## src/rtl/fifo_ff_pkg.sv

```systemverilog
// Shared definitions for the flop-based FIFO family.
// Read-mode selector used by every variant.
package fifo_ff_pkg;

  typedef enum logic {
    FIFO_RD_REG  = 1'b0,
    FIFO_RD_FWFT = 1'b1
  } fifo_rd_mode_e;

endpackage

```

## src/rtl/fifo_ff_ptr.sv

```systemverilog
// Wrapping pointer for the FIFO storage array.
// Wraps DEPTH-1 -> 0 explicitly so non-power-of-two depths work.
module fifo_ff_ptr #(
  parameter int DEPTH = 16,
  parameter int ADDR  = $clog2(DEPTH)
) (
  input  logic            clk,
  input  logic            rst_n,
  input  logic            inc,
  output logic [ADDR-1:0] ptr
);

  localparam logic [ADDR-1:0] PTR_LAST = ADDR'(DEPTH - 1);

  always_ff @(posedge clk or negedge rst_n) begin
    if (!rst_n) begin
      ptr <= '0;
    end else if (inc) begin
      ptr <= (ptr == PTR_LAST) ? '0 : ptr + 1'b1;
    end
  end

endmodule

```

## src/rtl/fifo_ff_sync_p.sv

```systemverilog
// Single-clock flop FIFO with generic depth, REG/FWFT read modes,
// programmable almost thresholds and sticky overflow/underflow flags.
module fifo_ff_sync_p
  import fifo_ff_pkg::*;
#(
  parameter int            WIDTH     = 8,
  parameter int            DEPTH     = 16,
  parameter int            ADDR      = $clog2(DEPTH),
  parameter fifo_rd_mode_e RD_MODE   = FIFO_RD_REG,
  parameter int            AF_THRESH = DEPTH - 2,
  parameter int            AE_THRESH = 2
) (
  input  logic             clk,
  input  logic             rst_n,
  input  logic [WIDTH-1:0] wr_data,
  input  logic             wr_en,
  input  logic             rd_en,
  input  logic             err_clr,
  output logic [WIDTH-1:0] rd_data,
  output logic             rd_valid,
  output logic             empty,
  output logic             full,
  output logic             almost_empty,
  output logic             almost_full,
  output logic [ADDR:0]    occup,
  output logic             overflow,
  output logic             underflow
);

  if (DEPTH < 2) begin : g_bad_depth
    $error("fifo_ff_sync_p: DEPTH must be >= 2");
  end
  if (!(AE_THRESH < AF_THRESH && AF_THRESH <= DEPTH)) begin : g_bad_thresh
    $error("fifo_ff_sync_p: need AE_THRESH < AF_THRESH <= DEPTH");
  end

  localparam logic [ADDR:0] OCC_FULL = (ADDR+1)'(DEPTH);
  localparam logic [ADDR:0] OCC_AF   = (ADDR+1)'(AF_THRESH);
  localparam logic [ADDR:0] OCC_AE   = (ADDR+1)'(AE_THRESH);

  logic [WIDTH-1:0] mem [DEPTH];
  logic [ADDR-1:0]  wr_ptr;
  logic [ADDR-1:0]  rd_ptr;
  logic [ADDR:0]    occup_p0;
  logic             push;
  logic             pop;

  assign empty        = (occup_p0 == '0);
  assign full         = (occup_p0 == OCC_FULL);
  assign almost_empty = (occup_p0 <= OCC_AE);
  assign almost_full  = (occup_p0 >= OCC_AF);
  assign occup        = occup_p0;

  // A full FIFO still takes a write when the same cycle frees a slot.
  assign pop  = rd_en && !empty;
  assign push = wr_en && (!full || pop);

  fifo_ff_ptr #(.DEPTH(DEPTH), .ADDR(ADDR)) u_wr_ptr (
    .clk  (clk),
    .rst_n(rst_n),
    .inc  (push),
    .ptr  (wr_ptr)
  );

  fifo_ff_ptr #(.DEPTH(DEPTH), .ADDR(ADDR)) u_rd_ptr (
    .clk  (clk),
    .rst_n(rst_n),
    .inc  (pop),
    .ptr  (rd_ptr)
  );

  always_ff @(posedge clk) begin
    if (push) begin
      mem[wr_ptr] <= wr_data;
    end
  end

  always_ff @(posedge clk or negedge rst_n) begin
    if (!rst_n) begin
      occup_p0 <= '0;
    end else if (push && !pop) begin
      occup_p0 <= occup_p0 + 1'b1;
    end else if (pop && !push) begin
      occup_p0 <= occup_p0 - 1'b1;
    end
  end

  // A fresh error in the clearing cycle takes priority over err_clr.
  always_ff @(posedge clk or negedge rst_n) begin
    if (!rst_n) begin
      overflow  <= 1'b0;
      underflow <= 1'b0;
    end else begin
      overflow  <= (overflow  && !err_clr) || (wr_en && !push);
      underflow <= (underflow && !err_clr) || (rd_en && !pop);
    end
  end

  if (RD_MODE == FIFO_RD_REG) begin : g_rd_reg
    logic [WIDTH-1:0] rd_data_p1;
    logic             rd_valid_p1;

    // Read stage: registered output, one cycle after the accepted pop
    always_ff @(posedge clk or negedge rst_n) begin
      if (!rst_n) begin
        rd_data_p1  <= '0;
        rd_valid_p1 <= 1'b0;
      end else begin
        rd_valid_p1 <= pop;
        if (pop) begin
          rd_data_p1 <= mem[rd_ptr];
        end
      end
    end

    assign rd_data  = rd_data_p1;
    assign rd_valid = rd_valid_p1;
  end else begin : g_rd_fwft
    // Storage is never reset, so hide it while empty to present zero.
    assign rd_data  = empty ? '0 : mem[rd_ptr];
    assign rd_valid = !empty;
  end

endmodule

```

## config.mk

```make
export PLATFORM = sky130hd
export DESIGN_NAME = fifo_ff_sync_p
export DESIGN_NICKNAME = d
export VERILOG_FILES = /design/src/rtl/fifo_ff_pkg.sv /design/src/rtl/fifo_ff_ptr.sv /design/src/rtl/fifo_ff_sync_p.sv
export SDC_FILE = /design/constraint.sdc
export NUM_CORES = 1
export LEC_CHECK = 0
export ABC_AREA = 1
export BUFFER_PORTS_ARGS = -buffer_cell sky130_fd_sc_hd__buf_4
export CORE_UTILIZATION = 25
export CTS_CLUSTER_DIAMETER = 150
export DETAILED_ROUTE_END_ITERATION = 10
export HOLD_SLACK_MARGIN = 0.08
export PLACE_DENSITY = 0.39
export SLEW_MARGIN = 20
export SYNTH_ARGS = -nofsm -noshare
export SYNTH_HDL_FRONTEND = slang
export SYNTH_SLANG_ARGS = --single-unit
```

## constraint.sdc

```tcl
create_clock -name clk -period 3.3 [get_ports clk]
set_input_delay 0 -clock clk [delete_from_list [all_inputs] [get_ports clk]]
set_output_delay 0 -clock clk [all_outputs]
set_load 0.05 [all_outputs]
```

==> results.ini <==
[critical_path]
cp_data_arrival_time_ns=2.86
r2r_start=occup[3]
r2r-end=occup[4]
path_delay_family=simple AND/OR/NAND/NOR gates
worstSetupEndpointType=flip-flop
worstSetupEndpoint=occup[4]
startpoint_type=flip-flop
rrSetupSlack_ns=0.81
critPathRequiredTime_ns=3.67
worst-path-buf-inv=2
path_max_fanout=13
critPathLaunch=occup[3]
rr_worst_depth=13
cp_cell_sequence=nor2_1 -> nand3_1 -> nand2_1 -> buf_4 -> ha_1 -> inv_1 -> fa_1 -> a21oi_1 -> nor2_1 -> nor2_1 -> xor2_1 -> nand2_1 -> nand2_1
crit_cells=13
cp_slowest_cell=dfrtp_1
crit_type=flip-flop to flip-flop
max_stage_delay_ns=0.43

[min_path]
hp-class=input pin to flip-flop
min_delay_path_depth=3

[sta]
final.min_clock_period_ns=2.49
setup_viol=0
tns_ns=0
fin_crit_sh_pct=75.4
max_freq_mhz=402
maxSlewViolCount=0
fin_ws_ns=0.812
rsz0062_at_grt=no
finClkSkew_ns=0.0118
worstMarginPinSlew_ns=0.764
hold_violations=0
relSlewSlack_pct=49.1

[final_layout]
multiInputGateArea_sq_um=1720
fill_cells=2729
drive_gt1_share_pct=10.8
seqCellArea_sq_um=4450
nNetsFinal=741
area_growth_pct=19.1
finalInstanceArea_sq_um=8110

[clock_network]
cts_setup_buffers=0
cts_buffers=17
cts_buffer_depth=2
htree_levels=4
clk_latency_ns=0.43
ctsResizeCount=0
cts_tree=yes
clk_pin_slew_ns=0.07
cts_sinks=152
cts_hold_buf=15
root_buffer=clkbuf_16

[die]
die_area_sq_um=27900
die_w_um=167
num_io_pins=33
core_area_sq_um=26800
die_h_um=167
rows=60
initial_utilization_pct=25.4

[flow_run]
drv_cap=0

[drt]
drc=0
dr_total_vias=4599
vias_per_cell=4.29
dr.pass1.iters=5
wl_met1_um=8600
detail_route.wl_per_cell_um=16.7
highest_layer=met4
met3_length_um=429
wl_met2_um=8690
antenna_left=0
routed_wirelength_um=17900
dr.first_iter.drc_count=338

[global_route]
grt-ovfl-total=0
grt_max_degree=67
grt_pass1_vias=4815
antenna_found_initial=1
grt_first_pass_wirelength_um=28300
track_usage_pct=13.7

[place]
dp_slack_ns=0.837
hpwl_um=11600
routabilityCongestion=0.789
io_buffer_count=32
placed_area_sq_um=7320

[synth]
syn_inst=675
synth_most_common_cell=nand2_1
synth_ff_type=edfxtp_1
ys_seq_area_share_pct=65.3
netlist_area_sq_um=6800
synth_top_cells_by_count=nand2_1, edfxtp_1, inv_1
synth-edff-count=128
mappedNetlistNets=698
synth_top_cell_by_area=edfxtp_1
yosys.area.top_type_share_pct=56.5
synth-seq-cells=152
synthArstFlopShare_pct=15.8
netlist-cell-type-count=26
synth_area_per_cell_sq_um=10.1
yosysWarnings=0
synth.area.top_cells=edfxtp_1, nand2_1, dfrtp_1, nand3_1, inv_1

[power]
p_per_area_nw_per_um2=895
ir_drop_uv=377
leakage_nw=3.51

[status]
status=complete, no violations

[worst register-to-register path: cells and delay by family (launching register included)]
kind	cells	cell delay, ns
flops	1	0.43
simple gates	7	0.77
compound gates	1	0.14
xor+xnor	1	0.16
buf+inv	2	0.29
fa+ha+maj	2	0.63
[layout by cell type, fill, tap and decap left out, types with 3 or more instances in the layout]
| cell | n |
|---|---|
| a21oi_1 | 3 |
| buf_4 | 36 |
| bufinv_16 | 4 |
| clkbuf_16 | 17 |
| clkinvlp_4 | 3 |
| dfrtp_1 | 23 |
| dlygate4sd3_1 | 14 |
| edfxtp_1 | 128 |
| ha_1 | 9 |
| inv_1 | 109 |
| inv_2 | 7 |
| inv_6 | 3 |
| nand2_1 | 214 |
| nand3_1 | 106 |
| nor2_1 | 23 |
| o21ai_1 | 7 |
| xor2_1 | 5 |
[power by group]
group          internal (mW)  switching (mW)  total [mW]
Clock                   1.27           0.819        2.09
Sequential              2.36           0.240        2.60
Combinational          0.740            1.83        2.57
[through the flow]
stage	total power [mW]	hold WS, ns	util [%]	cells
final	7.26	0.319	30.2	1073
after global routing	7.70	0.329	30.2	1072
after CTS	7.34	0.304	30.2	1072
after detailed placement	5.22	-0.0724	27.3	1025
after global placement	5.21	-0.0729	27.3	1025
after floorplan	4.45	-0.296	-	675
[flip-flops by register name, indices dropped and copies added (netlist names)]
register      flops
overflow          1
occup             5
mem             128
underflow         1
rd_valid          1
u_rd_ptr.ptr      4
u_wr_ptr.ptr      4
rd_data           8
[how the worst min path moves through the flow]
stage / from / endpoint / slack (ns)
2_1_floorplan: rst_n / occup[0] / -0.30
3_3_place_gp: rst_n / occup[1] / -0.07
3_5_place_dp: rst_n / occup[1] / -0.07
4_1_cts: err_clr / underflow / 0.30
5_1_grt: err_clr / underflow / 0.33
6_report: err_clr / underflow / 0.32
[area by class of cell]
class                           instances  area share (%)
Timing Repair Buffer                   52            5.56
Multi-Input combinational cell        379            21.2
Clock buffer                           17            5.25
Antenna cell                            1          0.0309
Inverter                              116            5.37
Clock inverter                         15            2.45
Tap cell                              341            5.26
Sequential cell                       152            54.8
[logic make-up after synthesis]
group / share of synthesized area, %
AOI/OAI and AO/OA: 1.43
xor gates and xnor gates: 0.772
adders and majority gates: 1.95
buffers and inverters: 9.40
DFF: 65.3
and+or+nand+nor: 21.1
[per-layer routing]
metal | vias up | GRT usage [%]
met5 | - | 0
met4 | 0 | 4.47
met3 | 15 | 2.21
met2 | 56 | 22.9
met1 | 2268 | 18.0
li1 | 2260 | -
Note: power is estimated with default switching activity, not from simulation.
